### src/rtl/uart_inst_loader_pkg.sv
// Shared types and constants for the UART program loader: FSM encodings,
// the bit-period helper and the image-format constants.
package uart_inst_loader_pkg;

    typedef enum logic [1:0] {
        S_LEN_HI = 2'd0,
        S_LEN_LO = 2'd1,
        S_DATA   = 2'd2,
        S_DONE   = 2'd3
    } load_state_t;

    typedef enum logic [1:0] {
        RX_IDLE  = 2'd0,
        RX_START = 2'd1,
        RX_DATA  = 2'd2,
        RX_STOP  = 2'd3
    } rx_state_t;

    localparam int unsigned HDR_BYTES      = 32'd2;
    localparam int unsigned BYTES_PER_WORD = 32'd4;

    function automatic int unsigned clks_per_bit(input int unsigned clk_freq, input int unsigned baud);
        return clk_freq / baud;
    endfunction

endpackage

### src/rtl/uart_inst_loader_rx.sv
// 8N1 UART receiver: 2-flop synchronizer, mid-bit sampling, glitch-rejecting
// start-bit check, one-cycle rx_valid / frame_err_pulse outputs.
module uart_rx_byte
    import uart_inst_loader_pkg::*;
#(
    parameter int unsigned CLKS_PER_BIT = 32'd16
) (
    input  logic       clk,
    input  logic       reset,
    input  logic       rx,
    output logic       rx_valid,
    output logic [7:0] rx_byte,
    output logic       frame_err_pulse
);

    localparam logic [31:0] HALF_M1 = 32'(CLKS_PER_BIT / 32'd2 - 32'd1);
    localparam logic [31:0] FULL_M1 = 32'(CLKS_PER_BIT - 32'd1);

    logic        rx_meta_q, rx_sync_q, rx_prev_q;
    rx_state_t   state_q, state_d;
    logic [31:0] cnt_q, cnt_d;
    logic [2:0]  bit_q, bit_d;
    logic [7:0]  shift_q, shift_d;
    logic        valid_q, valid_d;
    logic [7:0]  byte_q, byte_d;
    logic        ferr_q, ferr_d;

    // Synchronizer and receiver state registers
    always_ff @(posedge clk or posedge reset) begin
        if (reset) begin
            rx_meta_q <= 1'b1;
            rx_sync_q <= 1'b1;
            rx_prev_q <= 1'b1;
            state_q   <= RX_IDLE;
            cnt_q     <= 32'd0;
            bit_q     <= 3'd0;
            shift_q   <= 8'd0;
            valid_q   <= 1'b0;
            byte_q    <= 8'd0;
            ferr_q    <= 1'b0;
        end else begin
            rx_meta_q <= rx;
            rx_sync_q <= rx_meta_q;
            rx_prev_q <= rx_sync_q;
            state_q   <= state_d;
            cnt_q     <= cnt_d;
            bit_q     <= bit_d;
            shift_q   <= shift_d;
            valid_q   <= valid_d;
            byte_q    <= byte_d;
            ferr_q    <= ferr_d;
        end
    end

    // Bit timing and deserializer next-state
    always_comb begin
        state_d = state_q;
        cnt_d   = cnt_q + 32'd1;
        bit_d   = bit_q;
        shift_d = shift_q;
        valid_d = 1'b0;
        byte_d  = byte_q;
        ferr_d  = 1'b0;
        case (state_q)
            RX_IDLE: begin
                cnt_d = 32'd0;
                if (rx_prev_q && !rx_sync_q) begin
                    state_d = RX_START;
                end else begin
                    state_d = RX_IDLE;
                end
            end
            RX_START: begin
                // A line that is high again at mid start bit was only a glitch
                if (cnt_q == HALF_M1) begin
                    cnt_d   = 32'd0;
                    bit_d   = 3'd0;
                    state_d = rx_sync_q ? RX_IDLE : RX_DATA;
                end else begin
                    state_d = RX_START;
                end
            end
            RX_DATA: begin
                if (cnt_q == FULL_M1) begin
                    cnt_d   = 32'd0;
                    shift_d = {rx_sync_q, shift_q[7:1]};
                    bit_d   = bit_q + 3'd1;
                    state_d = (bit_q == 3'd7) ? RX_STOP : RX_DATA;
                end else begin
                    state_d = RX_DATA;
                end
            end
            RX_STOP: begin
                if (cnt_q == FULL_M1) begin
                    cnt_d   = 32'd0;
                    state_d = RX_IDLE;
                    if (rx_sync_q) begin
                        valid_d = 1'b1;
                        byte_d  = shift_q;
                    end else begin
                        ferr_d  = 1'b1;
                    end
                end else begin
                    state_d = RX_STOP;
                end
            end
            default: begin
                state_d = RX_IDLE;
                cnt_d   = 32'd0;
            end
        endcase
    end

    assign rx_valid        = valid_q;
    assign rx_byte         = byte_q;
    assign frame_err_pulse = ferr_q;

endmodule

### src/rtl/uart_inst_loader.sv
// Boot loader: parses a length-prefixed big-endian image from the UART and
// writes 32-bit words into instruction memory, then raises recv_done.
module uart_inst_loader
    import uart_inst_loader_pkg::*;
#(
    parameter int unsigned CLK_FREQ  = 32'd100_000_000,
    parameter int unsigned BAUD      = 32'd9600,
    parameter int unsigned MEM_DEPTH = 32'd512,
    parameter int unsigned TIMEOUT   = CLK_FREQ / 32'd10
) (
    input  logic        clk,
    input  logic        reset,
    input  logic        uart_rx,
    output logic [15:0] uart_addr,
    output logic        uart_wr_en,
    output logic [31:0] uart_wdata,
    output logic        recv_done,
    output logic        frame_err
);

    localparam int unsigned CPB     = clks_per_bit(CLK_FREQ, BAUD);
    localparam logic [31:0] TO_M1   = 32'(TIMEOUT - 32'd1);
    localparam logic [1:0]  LAST_BI = 2'(BYTES_PER_WORD - 32'd1);

    logic        rx_valid_s, frame_err_pulse_s, timeout_s;
    logic [7:0]  rx_byte_s;
    logic [31:0] next_word_s;

    load_state_t state_q, state_d;
    logic [7:0]  len_hi_q, len_hi_d;
    logic [15:0] n_q, n_d;
    logic [1:0]  byte_idx_q, byte_idx_d;
    logic [15:0] word_cnt_q, word_cnt_d;
    logic [31:0] word_q, word_d;
    logic [31:0] idle_q, idle_d;
    logic [15:0] addr_q, addr_d;
    logic [31:0] wdata_q, wdata_d;
    logic        wr_en_q, wr_en_d;
    logic        recv_done_q, recv_done_d;
    logic        frame_err_q, frame_err_d;

    uart_rx_byte #(.CLKS_PER_BIT(CPB)) u_rx (
        .clk             (clk),
        .reset           (reset),
        .rx              (uart_rx),
        .rx_valid        (rx_valid_s),
        .rx_byte         (rx_byte_s),
        .frame_err_pulse (frame_err_pulse_s)
    );

    assign next_word_s = {word_q[23:0], rx_byte_s};
    assign timeout_s   = (idle_q == TO_M1) && !rx_valid_s;

    // Loader state and output registers
    always_ff @(posedge clk or posedge reset) begin
        if (reset) begin
            state_q     <= S_LEN_HI;
            len_hi_q    <= 8'd0;
            n_q         <= 16'd0;
            byte_idx_q  <= 2'd0;
            word_cnt_q  <= 16'd0;
            word_q      <= 32'd0;
            idle_q      <= 32'd0;
            addr_q      <= 16'd0;
            wdata_q     <= 32'd0;
            wr_en_q     <= 1'b0;
            recv_done_q <= 1'b0;
            frame_err_q <= 1'b0;
        end else begin
            state_q     <= state_d;
            len_hi_q    <= len_hi_d;
            n_q         <= n_d;
            byte_idx_q  <= byte_idx_d;
            word_cnt_q  <= word_cnt_d;
            word_q      <= word_d;
            idle_q      <= idle_d;
            addr_q      <= addr_d;
            wdata_q     <= wdata_d;
            wr_en_q     <= wr_en_d;
            recv_done_q <= recv_done_d;
            frame_err_q <= frame_err_d;
        end
    end

    // Header/word FSM, write-port generation and idle timeout
    always_comb begin
        state_d     = state_q;
        len_hi_d    = len_hi_q;
        n_d         = n_q;
        byte_idx_d  = byte_idx_q;
        word_cnt_d  = word_cnt_q;
        word_d      = word_q;
        idle_d      = 32'd0;
        addr_d      = addr_q;
        wdata_d     = wdata_q;
        wr_en_d     = 1'b0;
        recv_done_d = recv_done_q | (state_q == S_DONE);
        frame_err_d = frame_err_q | frame_err_pulse_s;
        case (state_q)
            S_LEN_HI: begin
                if (rx_valid_s) begin
                    len_hi_d = rx_byte_s;
                    state_d  = S_LEN_LO;
                end else begin
                    state_d  = S_LEN_HI;
                end
            end
            S_LEN_LO: begin
                idle_d = idle_q + 32'd1;
                if (rx_valid_s) begin
                    idle_d = 32'd0;
                    n_d    = {len_hi_q, rx_byte_s};
                    if ({len_hi_q, rx_byte_s} == 16'd0) begin
                        state_d = S_DONE;
                    end else begin
                        byte_idx_d = 2'd0;
                        word_cnt_d = 16'd0;
                        state_d    = S_DATA;
                    end
                end else if (timeout_s) begin
                    idle_d     = 32'd0;
                    byte_idx_d = 2'd0;
                    word_cnt_d = 16'd0;
                    state_d    = S_LEN_HI;
                end else begin
                    state_d = S_LEN_LO;
                end
            end
            S_DATA: begin
                idle_d = idle_q + 32'd1;
                if (rx_valid_s) begin
                    idle_d     = 32'd0;
                    word_d     = next_word_s;
                    byte_idx_d = byte_idx_q + 2'd1;
                    // Fourth byte completes a word; words past MEM_DEPTH are consumed but not written
                    if (byte_idx_q == LAST_BI) begin
                        wdata_d    = next_word_s;
                        addr_d     = word_cnt_q + 16'd1;
                        wr_en_d    = ({16'd0, word_cnt_q} < MEM_DEPTH);
                        word_cnt_d = word_cnt_q + 16'd1;
                        state_d    = ((word_cnt_q + 16'd1) == n_q) ? S_DONE : S_DATA;
                    end else begin
                        state_d = S_DATA;
                    end
                end else if (timeout_s) begin
                    idle_d     = 32'd0;
                    byte_idx_d = 2'd0;
                    word_cnt_d = 16'd0;
                    state_d    = S_LEN_HI;
                end else begin
                    state_d = S_DATA;
                end
            end
            S_DONE: begin
                state_d = S_DONE;
            end
            default: begin
                state_d = S_LEN_HI;
            end
        endcase
    end

    assign uart_addr  = addr_q;
    assign uart_wr_en = wr_en_q;
    assign uart_wdata = wdata_q;
    assign recv_done  = recv_done_q;
    assign frame_err  = frame_err_q;

endmodule

### config.mk
export PLATFORM = sky130hd
export DESIGN_NAME = uart_inst_loader
export DESIGN_NICKNAME = d
export VERILOG_FILES = /design/src/rtl/uart_inst_loader_pkg.sv /design/src/rtl/uart_inst_loader_rx.sv /design/src/rtl/uart_inst_loader.sv
export SDC_FILE = /design/constraint.sdc
export NUM_CORES = 1
export LEC_CHECK = 0
export CAP_MARGIN = 10
export CORE_MARGIN = 3
export CORE_UTILIZATION = 39
export CTS_CLUSTER_SIZE = 14
export DETAILED_ROUTE_END_ITERATION = 10
export RECOVER_POWER = 50
export SLEW_MARGIN = 5
export SYNTH_ARGS = -nofsm -noshare
export SYNTH_HDL_FRONTEND = slang
export SYNTH_SLANG_ARGS = --single-unit
### constraint.sdc
create_clock -name clk -period 9 [get_ports clk]
set_input_delay 1.8 -clock clk [delete_from_list [all_inputs] [get_ports clk]]
set_output_delay 1.8 -clock clk [all_outputs]
set_load 0.01 [all_outputs]
==> impl_metrics.env <==
export IMPL_outcome="finished with violations"
export IMPL_failed_checks="max-capacitance violations, max-slew violations"
export IMPL_required_ps=9310
export IMPL_syn_avg_cell_area_um2=10.42
export IMPL_clk_pin_slew_ps=60
export IMPL_final_nets=990
export IMPL_cts_tree="done"
export IMPL_io_buffers=53
export IMPL_powerDensity_mw_per_mm2=179.3
export IMPL_synth_area_mux_share_pct=7.745
export IMPL_synth_most_common_cell="dfrtp_1"
export IMPL_r2r_start="idle_q[27]"
export IMPL_fin_area_mm2=0.01130
export IMPL_worstMarginPinSlew_ps=2768
export IMPL_cts_buffer_depth=3
export IMPL_worstPathMaxFanout=30
export IMPL_clock_skew_ps=10.65
export IMPL_hold_viol_final=0
export IMPL_syn_inst=932
export IMPL_via_per_inst=5.117
export IMPL_synth_edf_count=0
export IMPL_grt_pass1_vias=6503
export IMPL_ys_top_cells_by_area="dfrtp_1 (53%), mux2_2 (7.5%), nand2_1 (6.2%)"
export IMPL_area_growth_syn_to_layout_pct=16.40
export IMPL_die_area_mm2=0.02683
export IMPL_grt_overflow=0
export IMPL_insertion_delay_ps=510
export IMPL_synth_compound_area_share_pct=6.482
export IMPL_drive_gt1_share_pct=12.21
export IMPL_drt_wl_total_um=19840
export IMPL_hold_depth=0
export IMPL_relSlewSlack_pct=-84.53
export IMPL_drtAntennaViolNets=0
export IMPL_cp_data_arrival_time_ps=3790
export IMPL_synthAdderAreaFrac_pct=1.418
export IMPL_synthXorXnorAreaFrac_pct=7.307
export IMPL_cap_violations=3
export IMPL_post_cts_setup_buffer_count=0
export IMPL_cellLeakagePower_nw=5.214
export IMPL_cts_sinks=209
export IMPL_cp_top_family="simple AND/OR/NAND/NOR gates"
export IMPL_synthSimpleGateAreaFrac_pct=20.72
export IMPL_synth_common_cells="dfrtp_1 (206), nand2_1 (160), nor2_1 (89)"
export IMPL_setup_tns_ps=0
export IMPL_synth_top_area_cell="dfrtp_1"
export IMPL_crit_top_cell="nor4_1"
export IMPL_cts_made_buffers=24
export IMPL_gp_congestion=0.8215
export IMPL_dieWidth_um=163.8
export IMPL_slew_violations=131
export IMPL_fmax_mhz=287.5
export IMPL_yosysWarnings=0
export IMPL_start_util_pct=39.81
export IMPL_first_pass_iters=4
export IMPL_ys_types=62
export IMPL_critical_path_cell_chain="nor4_1, nand3_1, nor4_1, or2_0, nor2_1"
export IMPL_synth_fp_nets=946
export IMPL_slowest_delay_ps=1360
export IMPL_reg2reg_depth=5
export IMPL_path_depth=5
export IMPL_multi_input_area_mm2=0.004218
export IMPL_grt_start_max_net_pins=140
export IMPL_core_rowCount=57
export IMPL_cts_root_buf="clkbuf_16"
export IMPL_post_route_period_util_pct=38.65
export IMPL_worst_path_buf_inv=0
export IMPL_register_area_mm2=0.005234
export IMPL_hold_class="flip-flop to flip-flop"
export IMPL_diodes=0
export IMPL_ys_seq_area_share_pct=53.90
export IMPL_track_usage_pct=15.11
export IMPL_crit_type="flip-flop to flip-flop"
export IMPL_end_kind="flip-flop"
export IMPL_synthesis_area_mm2=0.009709
export IMPL_drc=0
export IMPL_place_hpwl_um=13220
export IMPL_grt_pass1_wl_um=33310
export IMPL_cp_startpoint="idle_q[27]"
export IMPL_synth_top_family_by_area="simple AND/OR/NAND/NOR gates"
export IMPL_ys_async_sr_fraction_pct=100.0
export IMPL_antenna_found_initial=0
export IMPL_rsz0062_at_grt="no"
export IMPL_ys_flop_type="dfrtp_1"
export IMPL_setup_viol=0
export IMPL_slowest_stage="or2_0"
export IMPL_wl_per_cell_um=15.09
export IMPL_ioPinCount=54
export IMPL_vias=6729
export IMPL_coreArea_mm2=0.02439
export IMPL_die_h_um=163.8
export IMPL_cts_resized=0
export IMPL_drt_iter0_drc=322
export IMPL_period_minus_slack_ps=3478
export IMPL_vdd_ir_drop_max_mv=0.1198
export IMPL_critPathLaunchType="flip-flop"
export IMPL_synth_seq_cells=209
export IMPL_ctsHoldBuffers=0
export IMPL_hold_start="u_rx.rx_meta_q"
export IMPL_dpl_instance_area_mm2=0.01052
export IMPL_nFillCells=2341
export IMPL_yosysTopAreaCellShare_pct=53.09
export IMPL_htree_levels=1
kinds of logic after synthesis:
| kind of cell | count (synthesis) |
|---|---|
| AOI/OAI and AO/OA | 97 |
| DFF | 209 |
| xor gates and xnor gates | 81 |
| muxes | 67 |
| and+or+nand+nor | 411 |
| buffers and inverters | 56 |
| adders and majority gates | 11 |
stage by stage:
| stage | worst slack [ps] | std cells | power [mW] | hold slack [ps] | utilization [%] |
|---|---|---|---|---|---|
| 2_1_floorplan | 1496 | 932 | 1.023 | 345.2 | - |
| 3_3_place_gp | 4972 | 1274 | 1.037 | 346.4 | 43.13 |
| 3_5_place_dp | 4972 | 1274 | 1.037 | 347.9 | 43.13 |
| 4_1_cts | 5523 | 1315 | 2.053 | 356.3 | 46.50 |
| 5_1_grt | 5132 | 1315 | 2.105 | 363.1 | 46.34 |
| 6_report | 5522 | 1315 | 2.027 | 359.8 | 46.34 |
report_power, final:
group          switching [mW]  internal, mW
Sequential             0.0128         0.952
Clock                   0.375         0.634
Combinational          0.0371        0.0153
Total                   0.424          1.60
cells in the final DEF (no fill, tap or decap), types with 3 or more instances in the layout:
cell             synthesis  final
or3_1                   10     10
o21ai_0                 35     35
o41ai_1                  3      3
nand2_1                160    160
dfrtp_1                206    206
clkinv_2                 0      5
clkbuf_1                24      7
xor2_1                  47     47
o31ai_1                 11     11
nand2b_1                 9      9
and3_1                  19     19
ha_1                    11     11
a21oi_1                 16     16
nor4_1                  19     20
clkbuf_16                0     25
mux2_2                  65     65
clkdlybuf4s50_1          0     51
nor3_1                  10     10
o21ai_1                  7      7
nor2b_1                  7      7
a22o_1                   3      3
bufinv_16                0      4
o22ai_1                  3      3
nand4_1                 20     20
nor2_1                  89     90
nor3b_1                  4      4
and4_1                   9      9
xnor2_1                 34     34
nand3_1                 34     34
a21o_1                   3      3
inv_1                   16     15
layout make-up:
type                    instances  share of cell area (%)
clock buffers                  31                   5.912
repair buffers                 58                   4.926
clock inverters                10                   1.351
flip-flops and latches        209                   46.31
inverters                      16                  0.5978
well taps                     324                   3.587
multi-input cells             667                   37.32
routing by layer:
metal  track usage, %  part of all wire, %  vias up
li1                 -                    -     3308
met5                0                    0        -
met4            4.191                  2.4        0
met3            2.119                  2.7       30
met1            21.56                   49     3292
met2            24.23                   46       99
worst paths after layout:
check	slack [ps]	endpoint
worst max-delay path	5520	idle_q[10]
worst min-delay path	360	u_rx.rx_sync_q
worst max register to register	5520	idle_q[10]
worst min register to register	360	u_rx.rx_sync_q
max in group asynchronous	5540	uart_wdata[27]
min in group asynchronous	2020	uart_wdata[21]
state kept, by name, summed over array words and instances, names as in the netlist, 2 cells and up:
name	count
len_hi_q	8
uart_wdata	32
u_rx.bit_q	3
uart_addr	16
word_q	24
u_rx.state_q	2
u_rx.rx_byte	8
u_rx.cnt_q	32
state_q	2
word_cnt_q	16
byte_idx_q	2
idle_q	32
n_q	16
u_rx.shift_q	8
worst reg2reg max path, delay by kind of cell, from the launching register on:
family,cells,cell delay (ps)
flip-flops,1,400
AND/OR/NAND/NOR,5,2890
Power figures use the tool's default switching activity.
==> RTL change (same flow settings) <==
`wdata_q` no longer has a reset.
--- a/src/rtl/uart_inst_loader.sv
+++ b/src/rtl/uart_inst_loader.sv
@@ -63,5 +63,4 @@
             idle_q      <= 32'd0;
             addr_q      <= 16'd0;
-            wdata_q     <= 32'd0;
             wr_en_q     <= 1'b0;
             recv_done_q <= 1'b0;
@@ -76,9 +75,12 @@
             idle_q      <= idle_d;
             addr_q      <= addr_d;
-            wdata_q     <= wdata_d;
             wr_en_q     <= wr_en_d;
             recv_done_q <= recv_done_d;
             frame_err_q <= frame_err_d;
         end
+    end
+
+    always_ff @(posedge clk) begin
+        wdata_q <= wdata_d;
     end
 
Function: no difference found for any inputs over 10 cycles, from zero or initial values and one cycle with reset high; that may be too few to reach the edited logic, so the function may still have changed.
==> RTL change against the original RTL <==
The run still ends with capacitance limit, slew limit left. Worst setup slack got worse by 1900 ps. Sequential cell count unchanged. Synthesized area decreased by 4.3%. Design area decreased by 4.1%. Routed wire length decreased by 8.6%. Register-to-register slack got worse by 570 ps. First-iteration DRC count increased by 11%. Power decreased by 2.4%. Critical path type is now input pin to async pin. Largest cell class unchanged.
==> RTL change: results (changes against the original RTL) <==
largest net degree at the start of global routing - 107 (-24%)
Inst Count DP - 1,146 (-10%)
Total GRT Usage - 14.34% (-0.77 points)
crit-path max cell delay - 2600 ps (+1240 ps)
worst slack, placed - 4982 ps (+10.13 ps)
met2 GRT Util - 22.58% (-1.6 points)
CP Data Arrival Time - 5930 ps (+2140 ps)
failing checks - capacitance limit, slew limit
first-pass GRT wire length - 31,130 um (-6.6%)
syn nets - 826 (-13%)
WL met1 - 8781 um (-9.3%)
maximum VDD drop - 0.1109 mV (-7.4%)
Static Leak - 4.621 nW (-11%)
WL met2 - 8354 um (-8.7%)
Final #Nets - 872 (-12%)
hold slack - 365.0 ps (+5.176 ps)
CP top delay family - buffers and inverters
DR WL/cell - 15.26 um (+1.2%)
GP Congestion - 0.7677 (-6.5%)
slowest library cell on the worst path - clkinvlp_2
top post-synthesis cells by area - dfrtp_1 47%, edfxtp_1 10%, mux2_2 8.2%, xor2_1 4.7%, nor2_1 4.2%
CP max FO - 106 (+250%)
Slew headroom - -213.5% (-130 points)
DR WL met3 - 691 um (+27%)
final period utilization - 60.29% (+22 points)
Post-synth EDFFs - 32 (+32)
GRT met1 Usage - 20.91% (-0.65 points)
Post-synth ARST share - 84.69% (-15 points)
run status - finished, violations left
Setup crit end kind - async pin
number of max-slew violations in the final report - 143 (+9.2%)
Worst Skew - 10.63 ps (-0.01870 ps)
layout cell share with drive strength beyond 1 - 14.17% (+2.0 points)
max-cap violation count - 2 (-1)
[RTL change: where the power goes]
part	internal [W]	total (W)	switching, W	leakage [nW]
combinational	0.0000184	0.0000507	0.0000323	1.58
clock	0.000554	0.000927	0.000373	0.371
sequential	0.000974	0.000999	0.0000250	2.67
total	0.00155	0.00198	0.000430	4.62
[RTL change: through the flow]
stage,instance area (um^2),total power [W]
after floorplan,9295,0.001053
after global placement,10100,0.001067
after detailed placement,10100,0.001068
after CTS,10850,0.002007
after global routing,10840,0.002060
final,10840,0.001977
[RTL change: logic make-up (layout without fill, tap and decap cells)]
kind of cell,count (synthesis),after routing,synth area share (%)
simple gates,309,309,15.94
flops,209,209,58.03
xor+xnor,94,94,9.005
compound gates,71,71,4.967
mux,69,69,8.346
buf+inv,49,112,2.234
fa+ha+maj,11,11,1.481
[RTL change: worst paths after layout]
path / from / to / depth (start not counted)
worst max-delay path: reset / state_q[1] / 3
worst min-delay path: u_rx.rx_meta_q / u_rx.rx_sync_q / 0
worst max register to register: state_q[0] / word_cnt_q[4] / 11
worst min register to register: u_rx.rx_meta_q / u_rx.rx_sync_q / 0
max in group clk: state_q[0] / word_cnt_q[4] / 11
min in group asynchronous: reset / uart_addr[0] / 2
[RTL change: layout make-up]
class | count | area, um^2
Timing Repair Buffer | 58 | 556.8
Fill cell | 2132 | 12220
Multi-Input combinational cell | 554 | 3697
Inverter | 12 | 46.29
Tap cell | 313 | 391.6
Clock inverter | 12 | 120.1
Sequential cell | 209 | 5394
Clock buffer | 30 | 631.9
[RTL change: worst reg2reg max path: cells and delay by family, from the launching register on]
| family | cells | cell delay (ps) |
|---|---|---|
| buf+inv | 5 | 2720 |
| fa+ha+maj | 1 | 230 |
| flops | 1 | 400 |
| simple gates | 2 | 260 |
| compound gates | 3 | 350 |
